==> src/rtl/rv_pkg.sv <==
// Shared RV32I pipeline types: branch funct3 encodings, EX/MEM entry layout, branch resolve.
// EX_MISALIGN_EN adds a faulting-target field to the entry.
package rv_pkg;

    localparam int unsigned XLEN  = 32;
    localparam int unsigned RADDR = 5;

    localparam logic [2:0] BR_BEQ  = 3'b000;
    localparam logic [2:0] BR_BNE  = 3'b001;
    localparam logic [2:0] BR_BLT  = 3'b100;
    localparam logic [2:0] BR_BGE  = 3'b101;
    localparam logic [2:0] BR_BLTU = 3'b110;
    localparam logic [2:0] BR_BGEU = 3'b111;

    typedef struct packed {
`ifdef EX_MISALIGN_EN
        logic [XLEN-1:0]  tval;
`endif
        logic [XLEN-1:0]  result;
        logic [XLEN-1:0]  store_data;
        logic [2:0]       funct3;
        logic [RADDR-1:0] rd;
        logic             reg_write;
        logic             mem_read;
        logic             mem_write;
        logic             exc;
    } exmem_entry_t;

    function automatic logic br_taken(input logic [2:0] funct3, input logic zero,
                                      input logic lt, input logic ltu);
        logic taken;
        case (funct3)
            BR_BEQ:  taken = zero;
            BR_BNE:  taken = ~zero;
            BR_BLT:  taken = lt;
            BR_BGE:  taken = ~lt;
            BR_BLTU: taken = ltu;
            BR_BGEU: taken = ~ltu;
            default: taken = 1'b0;
        endcase
        return taken;
    endfunction

endpackage

==> src/rtl/skid_buffer2.sv <==
// Generic 2-entry valid/ready queue with registered in_ready, flush and synchronous reset.
module skid_buffer2 #(
    parameter int unsigned Width = 8
) (
    input  logic             clk,
    input  logic             rst_n,
    input  logic             flush,
    input  logic             in_valid,
    output logic             in_ready,
    input  logic [Width-1:0] in_data,
    output logic             out_valid,
    input  logic             out_ready,
    output logic [Width-1:0] out_data
);

    logic [1:0]       count_q, count_d;
    logic [Width-1:0] head_q, head_d, tail_q, tail_d;
    logic             ready_q;
    logic             push, pop;

    assign push = in_valid & ready_q & ~flush;
    assign pop  = (count_q != 2'd0) & out_ready & ~flush;

    always_comb begin
        count_d = count_q;
        head_d  = head_q;
        tail_d  = tail_q;
        if (flush) begin
            count_d = 2'd0;
        end else begin
            unique case ({push, pop})
                2'b10: begin
                    if (count_q == 2'd0) head_d = in_data;
                    else                 tail_d = in_data;
                    count_d = count_q + 2'd1;
                end
                2'b01: begin
                    head_d  = tail_q;
                    count_d = count_q - 2'd1;
                end
                // Only reachable at count 1: push needs a free slot, pop needs an entry.
                2'b11: head_d = in_data;
                default: ;
            endcase
        end
    end

    always_ff @(posedge clk) begin
        if (!rst_n) begin
            count_q <= 2'd0;
            ready_q <= 1'b1;
            head_q  <= '0;
            tail_q  <= '0;
        end else begin
            count_q <= count_d;
            ready_q <= (count_d != 2'd2);
            head_q  <= head_d;
            tail_q  <= tail_d;
        end
    end

    assign in_ready  = ready_q;
    assign out_valid = (count_q != 2'd0);
    assign out_data  = head_q;

endmodule

==> src/rtl/ex_mem_stage.sv <==
// EX->MEM boundary: branch/jump resolve, registered one-cycle redirect, 2-deep skid queue to MEM.
// EX_MISALIGN_EN adds exc_valid/exc_tval and suppresses redirects to misaligned targets.
module ex_mem_stage
    import rv_pkg::*;
(
    input  logic             clk,
    input  logic             rst_n,
    input  logic             flush,
    input  logic             in_valid,
    output logic             in_ready,
    input  logic [XLEN-1:0]  alu_result,
    input  logic             alu_zero,
    input  logic             alu_lt,
    input  logic             alu_ltu,
    input  logic [2:0]       funct3,
    input  logic             is_branch,
    input  logic             is_jump,
    input  logic [XLEN-1:0]  pc_target,
    input  logic [XLEN-1:0]  pc_plus4,
    input  logic [XLEN-1:0]  store_data,
    input  logic [RADDR-1:0] rd,
    input  logic             reg_write,
    input  logic             mem_read,
    input  logic             mem_write,
    output logic             out_valid,
    input  logic             out_ready,
    output logic [XLEN-1:0]  out_result,
    output logic [XLEN-1:0]  out_store_data,
    output logic [2:0]       out_funct3,
    output logic [RADDR-1:0] out_rd,
    output logic             out_reg_write,
    output logic             out_mem_read,
    output logic             out_mem_write,
`ifdef EX_MISALIGN_EN
    output logic             exc_valid,
    output logic [XLEN-1:0]  exc_tval,
`endif
    output logic             redirect_valid,
    output logic [XLEN-1:0]  redirect_pc
);

    logic         taken, misaligned, accept;
    logic         redirect_valid_q;
    logic [XLEN-1:0] redirect_pc_q;
    exmem_entry_t entry_in, entry_out;

    assign taken = is_jump | (is_branch & br_taken(funct3, alu_zero, alu_lt, alu_ltu));
`ifdef EX_MISALIGN_EN
    assign misaligned = taken & (pc_target[1:0] != 2'b00);
`else
    assign misaligned = 1'b0;
`endif
    assign accept = in_valid & in_ready & ~flush;

    always_comb begin
        entry_in            = '0;
`ifdef EX_MISALIGN_EN
        entry_in.tval       = pc_target;
`endif
        entry_in.result     = is_jump ? pc_plus4 : alu_result;
        entry_in.store_data = store_data;
        entry_in.funct3     = funct3;
        entry_in.rd         = rd;
        // A faulting instruction must have no architectural side effects downstream.
        entry_in.reg_write  = reg_write & ~is_branch & ~misaligned;
        entry_in.mem_read   = mem_read & ~misaligned;
        entry_in.mem_write  = mem_write & ~misaligned;
        entry_in.exc        = misaligned;
    end

    always_ff @(posedge clk) begin
        if (!rst_n) begin
            redirect_valid_q <= 1'b0;
            redirect_pc_q    <= '0;
        end else begin
            redirect_valid_q <= accept & taken & ~misaligned;
            if (accept & taken & ~misaligned) redirect_pc_q <= pc_target;
        end
    end

    skid_buffer2 #(
        .Width($bits(exmem_entry_t))
    ) u_queue (
        .clk       (clk),
        .rst_n     (rst_n),
        .flush     (flush),
        .in_valid  (in_valid),
        .in_ready  (in_ready),
        .in_data   (entry_in),
        .out_valid (out_valid),
        .out_ready (out_ready),
        .out_data  (entry_out)
    );

    assign out_result     = entry_out.result;
    assign out_store_data = entry_out.store_data;
    assign out_funct3     = entry_out.funct3;
    assign out_rd         = entry_out.rd;
    assign out_reg_write  = entry_out.reg_write;
    assign out_mem_read   = entry_out.mem_read;
    assign out_mem_write  = entry_out.mem_write;
`ifdef EX_MISALIGN_EN
    assign exc_valid      = out_valid & entry_out.exc;
    assign exc_tval       = entry_out.tval;
`endif
    assign redirect_valid = redirect_valid_q;
    assign redirect_pc    = redirect_pc_q;

endmodule

==> config.mk <==
export PLATFORM = sky130hd
export DESIGN_NAME = ex_mem_stage
export DESIGN_NICKNAME = d
export VERILOG_FILES = /design/src/rtl/rv_pkg.sv /design/src/rtl/skid_buffer2.sv /design/src/rtl/ex_mem_stage.sv
export SDC_FILE = /design/constraint.sdc
export NUM_CORES = 1
export LEC_CHECK = 0
export CAP_MARGIN = 5
export CORE_ASPECT_RATIO = 1.25
export CORE_MARGIN = 2
export CORE_UTILIZATION = 30
export CTS_CLUSTER_DIAMETER = 200
export CTS_CLUSTER_SIZE = 28
export DETAILED_ROUTE_END_ITERATION = 8
export DONT_BUFFER_PORTS = 1
export PLACE_DENSITY = 0.54
export SYNTH_ARGS = -nofsm -noshare
export SYNTH_HDL_FRONTEND = slang
export SYNTH_SLANG_ARGS = --single-unit
export TNS_END_PERCENT = 100
==> constraint.sdc <==
create_clock -name clk -period 2.65 [get_ports clk]
set_clock_uncertainty 0.1 [all_clocks]
set_input_delay 0.1325 -clock clk [delete_from_list [all_inputs] [get_ports clk]]
set_output_delay 0.1325 -clock clk [all_outputs]
set_load 0.02 [all_outputs]
==> results.py <==
metrics = {
    "floorplan": {
        "die_h_um": 186,
        "initial_core_util": 0.305,
        "rows": 66,
        "core_area_um2": 26000,
        "die_area_um2": 27800,
        "ios": 259,
        "die_x_um": 149,
    },
    "final_layout": {
        "drive_above_1_share": 0.0574,
        "layout_common_cells": "dlygate4sd3_1 (196), dfxtp_1 (186), nand2_1 (184)",
        "fillCellCount": 2554,
        "area_growth_pct": 36.2,
        "final_core_util": 0.415,
        "layout.nets": 1218,
        "final_cell_area_um2": 10800,
        "final_common_cell": "dlygate4sd3_1",
    },
    "critical_path": {
        "r2r-start": "u_queue.in_ready",
        "crit_fanout": 19,
        "reg2regPathDepth": 8,
        "endpoint_kind": "register",
        "r2r-end": "u_queue.tail_q[3]",
        "r2r_setup_slack_ps": 170,
        "cp.arrival_ps": 2750,
        "crit_path_start": "u_queue.in_ready",
        "crit_type": "register to register",
        "endpoint": "u_queue.tail_q[3]",
        "start_kind": "register",
        "worstPathRequired_ps": 2910,
    },
    "status": {
        "status": "finished, final reports clean",
    },
    "power_and_ir_drop": {
        "finalPower_mw": 6.40,
        "power_density_nw_per_um2": 592,
        "peakVddDrop_mv": 0.418,
        "leakage_nw": 3.85,
    },
    "clock_tree": {
        "ctsLongestPathBuffers": 2,
        "path_clk_slew_ps": 80,
        "root_buffer": "clkbuf_16",
        "cts_sinks": 186,
        "cts_tree": "done",
        "htreeDepth": 4,
        "insertion_delay_ps": 440,
        "numCtsBuffers": 17,
    },
    "synth": {
        "synthFlopType": "dfxtp_1",
        "synth_edf_count": 0,
        "syn-num-nets": 1071,
        "synth_top_family_by_area": "compound AO/OA/AOI/OAI gates",
        "synth_xor_area_frac": 0.00221,
        "avgSynthCellArea_um2": 8.63,
        "synth_seq_cells": 186,
        "synthMuxAreaShare": 0.139,
        "synth-compound-area-share": 0.202,
        "yosysWarnings": 0,
        "synthArstFlopShare": 0,
        "post_synth_instance_area_um2": 7940,
        "syn_inst": 920,
        "synth_cell_types": 32,
        "synth-adder-area-share": 0.00315,
        "synth_simple_gate_area_frac": 0.131,
        "yosysSeqAreaShare": 0.469,
    },
    "detailed_routing": {
        "drt-total-wl_um": 24700,
        "vias": 7168,
        "viasPerCell": 5.04,
        "avgRoutedWirePerCell_um": 17.4,
        "drc": 0,
        "ant_nets": 0,
        "firstDrtPassIters": 5,
        "initialDrtViolationCount": 311,
    },
    "sta": {
        "rsz0062_at_grt": "no",
        "fin_crit_ps": 2480,
        "fmax_mhz": 403,
        "fin_crit_sh": 0.937,
        "report.final.slew_viol_count": 0,
        "setup_viol": 0,
        "slew_headroom": 0.425,
        "final-hold-violation-count": 0,
        "worstMarginPinSlew_ps": 863,
        "fin_setup_tns_ps": 0,
    },
    "placement": {
        "place.gp.congestion": 0.728,
        "place_area_um2": 8200,
        "dpl.hpwl_um": 14000,
        "io_buffers": 0,
    },
    "grt": {
        "antenna_found_initial": 2,
        "grt_max_degree": 152,
        "grt_pass1_vias": 6909,
        "grt_pass1_wl_um": 37800,
        "grt-ovfl-total": 0,
        "track_usage": 0.173,
    },
    "flow_run": {
        "cap_violations": 0,
    },
    "min_path": {
        "hold_path_class": "primary input to register",
    },
}
-- where the power goes --
part	internal, mW	switching, mW	leakage (nW)
logic	0.371	0.343	2.05
registers	2.89	0.172	1.51
clock network	1.41	1.22	0.287
total	4.67	1.73	3.85
-- final cells by class --
cell class	count	area, um^2	area share
flip-flops and latches	186	3720	0.345
multi-input cells	638	3820	0.353
inverters	6	27.5	0.00255
repair buffers	218	2220	0.205
well taps	340	425	0.0394
diodes	3	7.51	0.000695
clock buffers	17	425	0.0394
clock inverters	15	163	0.0151
-- state kept, by name, summed over array words and instances (netlist names) --
| register | count |
|---|---|
| redirect_pc | 32 |
| u_queue.tail_q | 75 |
| u_queue.in_ready | 1 |
| u_queue.count_q | 2 |
| redirect_valid | 1 |
| u_queue.out_data | 75 |
-- cell families after synthesis --
logic type | Yosys count
and+or+nand+nor | 260
DFF | 186
buffers and inverters | 96
xor gates and xnor gates | 2
AOI/OAI and AO/OA | 264
adders and majority gates | 2
muxes | 110
-- how the worst min path moves through the flow --
| stage | from | end | slack (ps) | cells after the start |
|---|---|---|---|---|
| 2_1_floorplan | funct3[1] | u_queue.tail_q[10] | 170 | 2 |
| 3_3_place_gp | store_data[26] | u_queue.tail_q[38] | 170 | 2 |
| 3_5_place_dp | store_data[7] | u_queue.tail_q[19] | 170 | 2 |
| 4_1_cts | pc_plus4[18] | u_queue.out_data[62] | 3 | 4 |
| 5_1_grt | pc_plus4[0] | u_queue.tail_q[44] | 20 | 2 |
| 6_report | is_branch | u_queue.out_data[3] | 6 | 3 |
-- cells in the mapped netlist (all sizes together), types with 2 or more instances --
library cell,count,share of area
a211oi,33,0.031
a21oi,119,0.075
a311oi,42,0.046
and2,2,0.0016
buf,25,0.020
clkbuf,65,0.031
dfxtp,186,0.47
ha,2,0.0032
inv,6,0.0028
mux2i,109,0.14
nand2,184,0.087
nand3,33,0.021
nor2,35,0.017
o21ai,65,0.041
-- per-stage QoR --
step           cells  hold WS, ps  setup slack [ps]
5_1_grt         1422         16.6              6.07
3_5_place_dp    1187          175               200
2_1_floorplan    920          168               578
4_1_cts         1416         2.96              49.7
6_report        1423         5.98               166
3_3_place_gp    1187          170               332
-- worst max-delay path, stage by stage (launching register included) --
cell and delay [ps]:
dfxtp_1 480, nand3_1 200, inv_1 170, ha_1 180, buf_4 140, and2_4 330, nand3b_1 100, dlygate4sd3_1 570
a21oi_1 110
-- metal layers --
layer  share of wire  GRT usage
met1            0.41      0.201
met2            0.51      0.303
met3           0.060     0.0505
met4           0.021     0.0625
met5               0          0
-- timing repair --
action	4_1_cts	5_1_grt
buffers inserted	0	4
hold buffers	197	0
endpoints found under the setup margin	0	4
gates resized for setup	0	1
hold endpoints to repair	185	0
Note: power is estimated with default switching activity, not from simulation.
